`config.mk`:
```
export PLATFORM = sky130hd
export DESIGN_NAME = mem_stage_w_flat
export DESIGN_NICKNAME = d
export VERILOG_FILES = /design/src/rtl/mem_stage_w_pkg.sv /design/src/rtl/mem_stage_w_if.sv /design/src/rtl/mem_stage_ctrl.sv /design/src/rtl/mem_stage_w.sv /design/src/flat_wrapper.sv
export SDC_FILE = /design/constraint.sdc
export NUM_CORES = 1
export LEC_CHECK = 0
export CAP_MARGIN = 20
export CORE_UTILIZATION = 35
export DETAILED_ROUTE_END_ITERATION = 16
export GPL_ROUTABILITY_DRIVEN = 0
export GPL_TIMING_DRIVEN = 0
export PLACE_DENSITY = 0.77
export SYNTH_ARGS = -nofsm -noshare
export SYNTH_HDL_FRONTEND = slang
export SYNTH_SLANG_ARGS = --single-unit
export TNS_END_PERCENT = 1
```
`constraint.sdc`:
```
create_clock -name clk -period 6 [get_ports clk]
set_input_delay 1.8 -clock clk [delete_from_list [all_inputs] [get_ports clk]]
set_output_delay 1.8 -clock clk [all_outputs]
set_load 0.02 [all_outputs]
```
`src/rtl/mem_stage_w_pkg.sv`:
```
// Shared definitions for the Y86 memory stage: instruction codes, status
// codes, register sentinel, datapath widths, FSM encoding, the W-register
// payload and small instruction-classification helpers.
package mem_stage_w_pkg;

  localparam int unsigned WORD   = 32;
  localparam int unsigned NIBBLE = 4;
  localparam int unsigned STAT_W = 3;

  // Instruction codes
  localparam logic [NIBBLE-1:0] I_HALT   = 4'h0;
  localparam logic [NIBBLE-1:0] I_NOP    = 4'h1;
  localparam logic [NIBBLE-1:0] I_RRMOVL = 4'h2;
  localparam logic [NIBBLE-1:0] I_IRMOVL = 4'h3;
  localparam logic [NIBBLE-1:0] I_RMMOVL = 4'h4;
  localparam logic [NIBBLE-1:0] I_MRMOVL = 4'h5;
  localparam logic [NIBBLE-1:0] I_OPL    = 4'h6;
  localparam logic [NIBBLE-1:0] I_JXX    = 4'h7;
  localparam logic [NIBBLE-1:0] I_CALL   = 4'h8;
  localparam logic [NIBBLE-1:0] I_RET    = 4'h9;
  localparam logic [NIBBLE-1:0] I_PUSHL  = 4'hA;
  localparam logic [NIBBLE-1:0] I_POPL   = 4'hB;

  // Status codes
  localparam logic [STAT_W-1:0] S_AOK = 3'd1;
  localparam logic [STAT_W-1:0] S_HLT = 3'd2;
  localparam logic [STAT_W-1:0] S_ADR = 3'd3;
  localparam logic [STAT_W-1:0] S_INS = 3'd4;

  // No-register sentinel
  localparam logic [NIBBLE-1:0] RNONE = 4'hF;

  // Memory-access FSM
  typedef enum logic [0:0] {
    ST_IDLE = 1'b0,
    ST_REQ  = 1'b1
  } state_e;

  // W pipeline register payload
  typedef struct packed {
    logic [NIBBLE-1:0] icode;
    logic [STAT_W-1:0] stat;
    logic [WORD-1:0]   valE;
    logic [WORD-1:0]   valM;
    logic [NIBBLE-1:0] dstE;
    logic [NIBBLE-1:0] dstM;
    logic              cnd;
  } w_reg_t;

  localparam w_reg_t W_NOP = '{
    icode: I_NOP,
    stat:  S_AOK,
    valE:  '0,
    valM:  '0,
    dstE:  RNONE,
    dstM:  RNONE,
    cnd:   1'b0
  };

  function automatic logic is_mem_read(input logic [NIBBLE-1:0] icode);
    return (icode == I_MRMOVL) || (icode == I_POPL) || (icode == I_RET);
  endfunction

  function automatic logic is_mem_write(input logic [NIBBLE-1:0] icode);
    return (icode == I_RMMOVL) || (icode == I_PUSHL) || (icode == I_CALL);
  endfunction

endpackage

```
`src/rtl/mem_stage_w_if.sv`:
```
// Data-memory request/acknowledge bus.
//   req   : request, held until ack
//   we    : 1 = write
//   addr  : byte address
//   wdata : write data
//   ack   : access complete
//   err   : access faulted, qualified by ack
//   rdata : read data, valid with ack
// master = memory stage, slave = data memory.
interface mem_stage_w_if;
  import mem_stage_w_pkg::*;

  logic            req;
  logic            we;
  logic [WORD-1:0] addr;
  logic [WORD-1:0] wdata;
  logic            ack;
  logic            err;
  logic [WORD-1:0] rdata;

  modport master (
    output req, we, addr, wdata,
    input  ack, err, rdata
  );

  modport slave (
    input  req, we, addr, wdata,
    output ack, err, rdata
  );

endinterface

```
`src/rtl/mem_stage_ctrl.sv`:
```
// Memory-stage control: classifies the M-stage instruction, selects address
// and write data, range-checks the address, runs the IDLE/REQ access FSM
// with latched request fields, and produces stall, read value and status.
// Ports:
//   clk, rst                 : clock, async active-high reset
//   M_icode_i, M_stat_i      : instruction code, upstream status
//   M_valA_i/valP_i/valE_i   : operands
//   mem_if (master)          : data-memory bus
//   m_stall_o                : combinational upstream hold
//   m_valM_o                 : combinational read result
//   m_stat_o                 : combinational stage status
module mem_stage_ctrl
  import mem_stage_w_pkg::*;
#(
  parameter int unsigned MEM_BYTES = 4096
) (
  input  logic              clk,
  input  logic              rst,
  input  logic [NIBBLE-1:0] M_icode_i,
  input  logic [STAT_W-1:0] M_stat_i,
  input  logic [WORD-1:0]   M_valA_i,
  input  logic [WORD-1:0]   M_valP_i,
  input  logic [WORD-1:0]   M_valE_i,
  mem_stage_w_if.master     mem_if,
  output logic              m_stall_o,
  output logic [WORD-1:0]   m_valM_o,
  output logic [STAT_W-1:0] m_stat_o
);

  // Highest legal word address
  localparam logic [WORD-1:0] ADDR_MAX = WORD'(MEM_BYTES - 4);

  state_e          state_q, state_d;
  logic [WORD-1:0] addr_q, addr_d;
  logic [WORD-1:0] wdata_q, wdata_d;
  logic            we_q, we_d;

  logic            rd_c, wr_c, mem_op_c, addr_bad_c, issue_c, done_c;
  logic [WORD-1:0] addr_c, wdata_c;

  // Classification, address/data selection and range check
  always_comb begin
    rd_c       = is_mem_read(M_icode_i);
    wr_c       = is_mem_write(M_icode_i);
    mem_op_c   = rd_c || wr_c;
    addr_c     = ((M_icode_i == I_POPL) || (M_icode_i == I_RET)) ? M_valA_i : M_valE_i;
    wdata_c    = (M_icode_i == I_CALL) ? M_valP_i : M_valA_i;
    addr_bad_c = mem_op_c && (addr_c > ADDR_MAX);
    issue_c    = mem_op_c && (M_stat_i == S_AOK) && !addr_bad_c;
    done_c     = (state_q == ST_REQ) && mem_if.ack;
  end

  // Access FSM: next state, latched request fields, stall
  always_comb begin
    state_d   = state_q;
    addr_d    = addr_q;
    wdata_d   = wdata_q;
    we_d      = we_q;
    m_stall_o = 1'b0;
    unique case (state_q)
      ST_IDLE: begin
        if (issue_c) begin
          m_stall_o = 1'b1;
          state_d   = ST_REQ;
          addr_d    = addr_c;
          wdata_d   = wdata_c;
          we_d      = wr_c;
        end
      end
      ST_REQ: begin
        if (mem_if.ack) begin
          state_d = ST_IDLE;
        end else begin
          m_stall_o = 1'b1;
        end
      end
      default: state_d = ST_IDLE;
    endcase
  end

  // Read result: only a clean read completion returns data
  always_comb begin
    m_valM_o = '0;
    if (done_c && !we_q && !mem_if.err) begin
      m_valM_o = mem_if.rdata;
    end
  end

  // Stage status priority: upstream fault, address fault, halt, ok
  always_comb begin
    m_stat_o = S_AOK;
    if (M_stat_i != S_AOK) begin
      m_stat_o = M_stat_i;
    end else if (addr_bad_c || (done_c && mem_if.err)) begin
      m_stat_o = S_ADR;
    end else if (M_icode_i == I_HALT) begin
      m_stat_o = S_HLT;
    end
  end

  // Request is a decode of the state register so reset withdraws it at once
  assign mem_if.req   = (state_q == ST_REQ);
  assign mem_if.we    = we_q;
  assign mem_if.addr  = addr_q;
  assign mem_if.wdata = wdata_q;

  // State and latched request registers
  always_ff @(posedge clk or posedge rst) begin
    if (rst) begin
      state_q <= ST_IDLE;
      addr_q  <= '0;
      wdata_q <= '0;
      we_q    <= 1'b0;
    end else begin
      state_q <= state_d;
      addr_q  <= addr_d;
      wdata_q <= wdata_d;
      we_q    <= we_d;
    end
  end

endmodule

```
`src/rtl/mem_stage_w.sv`:
```
// Y86 memory stage plus M->W pipeline register.
// Ports:
//   clk, rst                        : clock, async active-high reset
//   W_bubble_i                      : force a nop into W
//   M_icode_i, M_stat_i             : M-register instruction and status
//   M_valA_i, M_valP_i, M_valE_i    : operands
//   M_dstE_i, M_dstM_i, M_Cnd_i     : destinations, branch condition
//   mem_if (master)                 : data-memory request/ack bus
//   m_stall_o, m_valM_o, m_stat_o   : combinational stall/forwarding outputs
//   W_*_o                           : W register
module mem_stage_w
  import mem_stage_w_pkg::*;
#(
  parameter int unsigned MEM_BYTES = 4096
) (
  input  logic              clk,
  input  logic              rst,
  input  logic              W_bubble_i,
  input  logic [NIBBLE-1:0] M_icode_i,
  input  logic [STAT_W-1:0] M_stat_i,
  input  logic [WORD-1:0]   M_valA_i,
  input  logic [WORD-1:0]   M_valP_i,
  input  logic [WORD-1:0]   M_valE_i,
  input  logic [NIBBLE-1:0] M_dstE_i,
  input  logic [NIBBLE-1:0] M_dstM_i,
  input  logic              M_Cnd_i,
  mem_stage_w_if.master     mem_if,
  output logic              m_stall_o,
  output logic [WORD-1:0]   m_valM_o,
  output logic [STAT_W-1:0] m_stat_o,
  output logic [NIBBLE-1:0] W_icode_o,
  output logic [STAT_W-1:0] W_stat_o,
  output logic [WORD-1:0]   W_valE_o,
  output logic [WORD-1:0]   W_valM_o,
  output logic [NIBBLE-1:0] W_dstE_o,
  output logic [NIBBLE-1:0] W_dstM_o,
  output logic              W_Cnd_o
);

  w_reg_t w_q, w_d;

  mem_stage_ctrl #(
    .MEM_BYTES (MEM_BYTES)
  ) u_ctrl (
    .clk       (clk),
    .rst       (rst),
    .M_icode_i (M_icode_i),
    .M_stat_i  (M_stat_i),
    .M_valA_i  (M_valA_i),
    .M_valP_i  (M_valP_i),
    .M_valE_i  (M_valE_i),
    .mem_if    (mem_if),
    .m_stall_o (m_stall_o),
    .m_valM_o  (m_valM_o),
    .m_stat_o  (m_stat_o)
  );

  // W next value: a stalled instruction is not passed on, so it writes back once
  always_comb begin
    w_d = W_NOP;
    if (!W_bubble_i && !m_stall_o) begin
      w_d.icode = M_icode_i;
      w_d.stat  = m_stat_o;
      w_d.valE  = M_valE_i;
      w_d.valM  = m_valM_o;
      w_d.dstE  = M_dstE_i;
      w_d.dstM  = M_dstM_i;
      w_d.cnd   = M_Cnd_i;
    end
  end

  // W register
  always_ff @(posedge clk or posedge rst) begin
    if (rst) begin
      w_q <= W_NOP;
    end else begin
      w_q <= w_d;
    end
  end

  assign W_icode_o = w_q.icode;
  assign W_stat_o  = w_q.stat;
  assign W_valE_o  = w_q.valE;
  assign W_valM_o  = w_q.valM;
  assign W_dstE_o  = w_q.dstE;
  assign W_dstM_o  = w_q.dstM;
  assign W_Cnd_o   = w_q.cnd;

endmodule
```
`src/flat_wrapper.sv`:
```
// flat-port wrapper written by rule: the top's interface ports become plain ports
module mem_stage_w_flat import mem_stage_w_pkg::*;
#(
  parameter int unsigned MEM_BYTES = 4096
)
  (clk, rst, W_bubble_i, M_icode_i, M_stat_i, M_valA_i, M_valP_i, M_valE_i, M_dstE_i, M_dstM_i, M_Cnd_i, m_stall_o, m_valM_o, m_stat_o, W_icode_o, W_stat_o, W_valE_o, W_valM_o, W_dstE_o, W_dstM_o, W_Cnd_o, mem_if_req, mem_if_we, mem_if_addr, mem_if_wdata, mem_if_ack, mem_if_err, mem_if_rdata);
  mem_stage_w_if mem_if_i ();
  input  logic clk;
  input  logic rst;
  input  logic W_bubble_i;
  input  logic [NIBBLE-1:0] M_icode_i;
  input  logic [STAT_W-1:0] M_stat_i;
  input  logic [WORD-1:0] M_valA_i;
  input  logic [WORD-1:0] M_valP_i;
  input  logic [WORD-1:0] M_valE_i;
  input  logic [NIBBLE-1:0] M_dstE_i;
  input  logic [NIBBLE-1:0] M_dstM_i;
  input  logic M_Cnd_i;
  output logic m_stall_o;
  output logic [WORD-1:0] m_valM_o;
  output logic [STAT_W-1:0] m_stat_o;
  output logic [NIBBLE-1:0] W_icode_o;
  output logic [STAT_W-1:0] W_stat_o;
  output logic [WORD-1:0] W_valE_o;
  output logic [WORD-1:0] W_valM_o;
  output logic [NIBBLE-1:0] W_dstE_o;
  output logic [NIBBLE-1:0] W_dstM_o;
  output logic W_Cnd_o;
  output wire logic [$bits(mem_if_i.req)-1:0] mem_if_req;
  output wire logic [$bits(mem_if_i.we)-1:0] mem_if_we;
  output wire logic [$bits(mem_if_i.addr)-1:0] mem_if_addr;
  output wire logic [$bits(mem_if_i.wdata)-1:0] mem_if_wdata;
  input wire logic [$bits(mem_if_i.ack)-1:0] mem_if_ack;
  input wire logic [$bits(mem_if_i.err)-1:0] mem_if_err;
  input wire logic [$bits(mem_if_i.rdata)-1:0] mem_if_rdata;
  assign mem_if_req = mem_if_i.req;
  assign mem_if_we = mem_if_i.we;
  assign mem_if_addr = mem_if_i.addr;
  assign mem_if_wdata = mem_if_i.wdata;
  assign mem_if_i.ack = mem_if_ack;
  assign mem_if_i.err = mem_if_err;
  assign mem_if_i.rdata = mem_if_rdata;
  mem_stage_w #(.MEM_BYTES(MEM_BYTES)) u_core (.clk(clk), .rst(rst), .W_bubble_i(W_bubble_i), .M_icode_i(M_icode_i), .M_stat_i(M_stat_i), .M_valA_i(M_valA_i), .M_valP_i(M_valP_i), .M_valE_i(M_valE_i), .M_dstE_i(M_dstE_i), .M_dstM_i(M_dstM_i), .M_Cnd_i(M_Cnd_i), .mem_if(mem_if_i), .m_stall_o(m_stall_o), .m_valM_o(m_valM_o), .m_stat_o(m_stat_o), .W_icode_o(W_icode_o), .W_stat_o(W_stat_o), .W_valE_o(W_valE_o), .W_valM_o(W_valM_o), .W_dstE_o(W_dstE_o), .W_dstM_o(W_dstM_o), .W_Cnd_o(W_Cnd_o));
endmodule
```
==> impl_metrics.ini, run 1 <==
[floorplanning]
core-area_um2 = 16700
io_pins = 331
die_h_um = 133
die_w_um = 133
rows = 47
die_area_um2 = 17700
start_util_pct = 36.0

[sta]
final-setup-viol-count = 0
period_share_pct = 98.8
final.setup_skew_ns = 0.00920
rsz0062_at_grt = yes
worst_slew_pin_slew_ns = 0.641
slew_viol_final = 0
fmax_mhz = 169
hold_viol = 0
slew_headroom_pct = 57.3
fin_crit_ns = 5.93

[cells_and_area]
drive_gt1_share_pct = 16.6
seqCellArea_um2 = 3670
area_growth_pct = 71.7
final_core_util_pct = 61.8
nets = 966
final-instance-count-excl-fill = 1050
antenna_cells = 0
design_area_um2 = 10300
nFillCells = 1363
multiInputGateArea_um2 = 2260

[synth]
syn_inst = 466
synth_nets = 615
synth-edff-count = 0
yosys-top-cells-count = dfrtp_1 (136), and2_1 (121), mux2_2 (58)
ys.flop_type = dfrtp_1
yosysSeqAreaShare_pct = 61.0
yosys.area.top_type = dfrtp_1
netlist.area_leader.share_pct = 56.6
synth.cell_area_um2 = 6010
synthArstFlopShare_pct = 100
ys.warnings.count = 0
yosys-top-cells-area = dfrtp_1 (57%), and2_1 (13%), mux2_2 (11%)
avgSynthCellArea_um2 = 12.9
yosysMostFrequentCell = dfrtp_1
ys_ff_latch = 146
synth.distinct_cells = 32

[placement]
dp.cells = 1017
port_buffers = 330
placed_area_um2 = 9620
hpwl_um = 14600

[clocking]
cts_hold_buf = 0
cts_buffer_depth = 2
path_clk_slew_ns = 0.06
cts_root_buffer = clkbuf_16
cts_htree_levels = 4
clk_latency_ns = 0.42
cts_tree = built
numCtsBuffers = 17
clock-sinks = 146

[detailed_routing]
routed_via_density = 4.53
drcViolationCount = 0
ant_nets = 0
drt_first_pass_iters = 4
wire_per_inst_um = 18.2
dr.first_iter.drc_count = 166
drt-total-wl_um = 19100
vias = 4758

[power]
pwr-share-seq_pct = 42.1
p_int_w = 0.00185
power_w = 0.00239
p_clk_share_pct = 47.3
switchingPower_w = 0.000540
p_sw_share_pct = 22.6
power.density_nw_per_um2 = 232
p_leak_nw = 4.61
ir_drop_v = 0.000181
pwr-share-comb_pct = 10.5

[global_route]
grt_pass1_wl_um = 29100
grt_pass1_vias = 4986
grt_overflow = 0
grt_max_degree = 96
grt_antenna_before_repair = 0
grt_usage_pct = 22.1

[setup_path]
path_cells = clkdlybuf4s50_1 > nor4_1 > nand4_1 > a211oi_4 > nand3_2 > buf_6 > nand2_1 > dlygate4sd2_1
cpMaxStageDelayCell = clkdlybuf4s50_1
critPathBufInv = 3
critical_path.max_fanout = 19
crit_arrival_ns = 4.13
end_kind = primary output
setup.worst_path.class = in -> out
crit_family = buffers and inverters
required_ns = 4.20
worstSetupStartpointType = input pin
cpPeakStageDelay_ns = 0.46

[min_path]
hp-class = reg -> reg

[run]
maxCapViolations = 0

[run_status]
outcome = finished, final reports clean
-- layer usage --
metal	routed length (um)	up-vias	track usage [%]
met1	7610	2286	26.3
met5	0	-	0
met4	289	0	6.70
met3	1450	21	6.82
met2	9740	196	38.2
li1	-	2255	-
-- through the flow --
stage / hold slack, ns / setup slack (ns) / TNS [ns]
floorplan: 0.604 / 0.294 / 0
detailed placement: 0.470 / -0.960 / -1.22
global route: 0.501 / -0.0281 / -0.0281
global placement: 0.469 / -1.76 / -240.43
finish: 0.482 / 0.0710 / 0
CTS: 0.489 / 0.0427 / 0
-- layout make-up --
cell class / instances / share of cell area [%]
timing repair buffer: 333 / 32.4
tap: 220 / 2.67
sequential: 146 / 35.5
buffer: 24 / 1.30
multi-input combinational: 293 / 21.9
clock buffer: 18 / 4.16
inverter: 2 / 0.121
clock inverter: 14 / 1.94
-- power by group through the flow --
stage	sequential, W	combinational (W)	clock [W]
2_1_floorplan	0.00105	0.0000628	0
3_3_place_gp	0.00103	0.000246	0
3_5_place_dp	0.00103	0.000251	0
4_1_cts	0.00101	0.000254	0.00116
5_1_grt	0.00101	0.000272	0.00121
6_report	0.00101	0.000252	0.00113
-- state kept, by name, summed over array words and instances, names as in the netlist, 3 cells and up --
name,cells
u_core.W_dstE_o,4
u_core.W_icode_o,4
u_core.u_ctrl.mem_if.wdata,32
u_core.u_ctrl.mem_if.addr,32
u_core.W_valE_o,32
u_core.W_dstM_o,4
u_core.W_stat_o,3
u_core.W_valM_o,32
-- final timing paths --
path / startpoint / endpoint / slack (ns) / depth (start not counted)
worst max-delay path: M_valE_i[13] / m_stall_o / 0.07 / 8
worst min-delay path: u_core.u_ctrl.mem_if.addr[31] / u_core.u_ctrl.mem_if.addr[31] / 0.48 / 1
worst max register to register: u_core.u_ctrl.mem_if.req / u_core.W_valE_o[10] / 4.14 / 5
worst min register to register: u_core.u_ctrl.mem_if.addr[31] / u_core.u_ctrl.mem_if.addr[31] / 0.48 / 1
max in group asynchronous: rst / u_core.W_icode_o[0] / 3.30 / 3
min in group asynchronous: rst / u_core.W_valM_o[22] / 1.82 / 2
-- timing repair --
item / 4_1_cts / 5_1_grt
setup endpoints to repair: 2 / 31
cloned: 0 / 0
buffers inserted: 2 / 0
gates resized for setup: 9 / 2
pin swaps: 2 / 0
-- cell families after synthesis --
family | after synthesis | share of synthesized area, %
compound gates | 9 | 1.17
buf+inv | 27 | 2.35
flops | 146 | 61.0
mux | 77 | 15.5
simple gates | 207 | 19.9
-- cells in the final DEF, fill, tap and decap left out, types with 4 or more instances in the layout --
| cell type | count |
|---|---|
| clkbuf_16 | 17 |
| dfrtp_1 | 136 |
| nor4_1 | 9 |
| mux2_4 | 18 |
| nand2_1 | 42 |
| buf_6 | 5 |
| inv_6 | 6 |
| and2_1 | 121 |
| bufinv_16 | 4 |
| dfstp_2 | 10 |
| nand4_1 | 5 |
| nand2b_1 | 12 |
| clkbuf_1 | 17 |
| clkdlybuf4s50_1 | 328 |
| mux2_2 | 58 |
(Power assumes the default switching activity.)
==> run 2, diff against run 1 <==
--- a/config.mk
+++ b/config.mk
@@ -10,7 +10,7 @@
 export DETAILED_ROUTE_END_ITERATION = 16
 export GPL_ROUTABILITY_DRIVEN = 0
 export GPL_TIMING_DRIVEN = 0
-export PLACE_DENSITY = 0.77
+export PLACE_DENSITY = 0.74
 export SYNTH_ARGS = -nofsm -noshare
 export SYNTH_HDL_FRONTEND = slang
 export SYNTH_SLANG_ARGS = --single-unit
==> constraint.sdc (replaced) <==
create_clock -name clk -period 5.79 [get_ports clk]
set_input_delay 1.737 -clock clk [delete_from_list [all_inputs] [get_ports clk]]
set_output_delay 1.737 -clock clk [all_outputs]
set_load 0.02 [all_outputs]
==> run 2 against run 1 <==
Against the previous run: final cell count hardly changed; sequential share of layout area is 0.22 points higher; flip-flop and latch count stayed put; via count is 1.5% higher; first-iteration DRC count is 4.8% higher; worst hold slack better by 0.0029 ns; routed wire length is 2.1% higher; critical endpoint is now m_valM_o[16].
==> impl_metrics.ini, run 2 (synthesis gave the netlist of run 1 again) <==
[sta]
final-setup-viol-count = 0
worst_slew_pin_slew_ns = 0.671
slew_viol_final = 0
hold_viol = 0
fin_crit_ns = 5.65
finalSetupTns_ns = 0
final.setup.worst_slack_ns = 0.135
final.setup_skew_ns = 0.00829
rsz0062_at_grt = no
slew_headroom_pct = 55.3
period_share_pct = 97.7
fmax_mhz = 177

[cells_and_area]
final_cell_mix = clkdlybuf4s50_1 (326), dfrtp_1 (136), and2_1 (121)
area_growth_pct = 70.6
final_common_cell = clkdlybuf4s50_1
antenna_cells = 0
nFillCells = 1348
drive_gt1_share_pct = 17.0
nets = 967

[placement]
port_buffers = 330
place_ws_ns = -0.997
hpwl_um = 15200

[clocking]
clk_latency_ns = 0.41
cts_root_buffer = clkbuf_16
path_clk_slew_ns = 0.06
cts_buffer_depth = 2
cts_htree_levels = 4
cts_hold_buf = 0
cts_tree = built
clock-sinks = 146
numCtsBuffers = 17

[setup_path]
end_kind = primary output
crit_arrival_ns = 3.92
critical_path.max_fanout = 10
worstSetupStartpointType = input pin
required_ns = 4.05
setup.worst_path.class = in -> out

[global_route]
grt_pass1_vias = 5294
grt_antenna_before_repair = 0
grt_overflow = 0
grt_pass1_wl_um = 29800
grt_max_degree = 75
grt_usage_pct = 22.5

[floorplanning]
die_h_um = 133
start_util_pct = 36.0
rows = 47
core-area_um2 = 16700
io_pins = 331
die_w_um = 133
die_area_um2 = 17700

[power]
p_leak_nw = 4.59
p_int_w = 0.00175
p_sw_share_pct = 24.8
p_clk_share_pct = 43.9
switchingPower_w = 0.000578
ir_drop_v = 0.000185
power.density_nw_per_um2 = 227
pwr-share-comb_pct = 11.2
pwr-share-seq_pct = 44.9

[detailed_routing]
drt-total-wl_um = 19500
dr.first_iter.drc_count = 174
drcViolationCount = 0
drt_first_pass_iters = 4
routed_via_density = 4.59
wire_per_inst_um = 18.5
vias = 4828
ant_nets = 0

[run]
maxCapViolations = 0

[min_path]
hp-class = reg -> reg

[run_status]
outcome = finished, final reports clean
==> run 2: repair_timing <==
item,4_1_cts,5_1_grt
setup endpoints to repair,26,1
setup buffers,2,1
cloned,0,0
pin swaps,1,2
resized for setup,12,4
==> run 2: critical path, cell delays in order <==
cell and delay (ns):
clkdlybuf4s50_1 0.49, nand2_1 0.07, nor3_2 0.41, clkbuf_1 0.35, and2_1 0.24, clkdlybuf4s50_1 0.62
==> run 2: power by group through the flow <==
stage | registers [W] | logic (W) | clock network, W
CTS | 0.00104 | 0.000265 | 0.00105
floorplan | 0.00109 | 0.0000651 | 0
global route | 0.00105 | 0.000281 | 0.00109
finish | 0.00104 | 0.000261 | 0.00102
global placement | 0.00106 | 0.000254 | 0
detailed placement | 0.00106 | 0.000261 | 0
==> run 2: final timing paths <==
check | start | end | slack (ns) | cells after the start
max | mem_if_ack | m_valM_o[16] | 0.14 | 6
max in group asynchronous | rst | u_core.W_icode_o[0] | 3.17 | 3
min in group asynchronous | rst | u_core.W_valM_o[1] | 1.80 | 2
min reg2reg | u_core.u_ctrl.mem_if.addr[15] | u_core.u_ctrl.mem_if.addr[15] | 0.49 | 1
max reg2reg | u_core.u_ctrl.mem_if.req | u_core.W_valE_o[9] | 3.90 | 5
min | u_core.u_ctrl.mem_if.addr[15] | u_core.u_ctrl.mem_if.addr[15] | 0.49 | 1
==> run 2: routing by layer <==
layer  share of wire [%]  global-route usage [%]  vias up
met5                   0                       0        -
met4                 2.4                    8.56        0
met3                 6.8                    6.51       30
met2                  52                    39.9      197
met1                  39                    25.5     2350
li1                    -                       -     2251
==> run 2: final cells by class <==
class                   count  area, um^2  share of cell area, %
flip-flops and latches    146        3670                   35.8
repair buffers            334        3360                   32.8
multi-input cells         293        2260                   22.0
clock buffers              17         425                   4.15
well taps                 220         275                   2.68
plain buffers              24         138                   1.34
clock inverters            15         121                   1.18
inverters                   2        12.5                  0.122
==> run 2: stage by stage <==
stage                     power [W]  hold WS [ns]  std cells  instance area, um^2  util, %
after floorplan             0.00115         0.604        466                 6010        -
after global placement      0.00132         0.468       1016                 9590     57.4
after detailed placement    0.00132         0.470       1017                 9620     57.6
after CTS                   0.00236         0.490       1050                10200     61.3
after global routing        0.00242         0.498       1051                10300     61.4
final                       0.00233         0.485       1051                10300     61.4
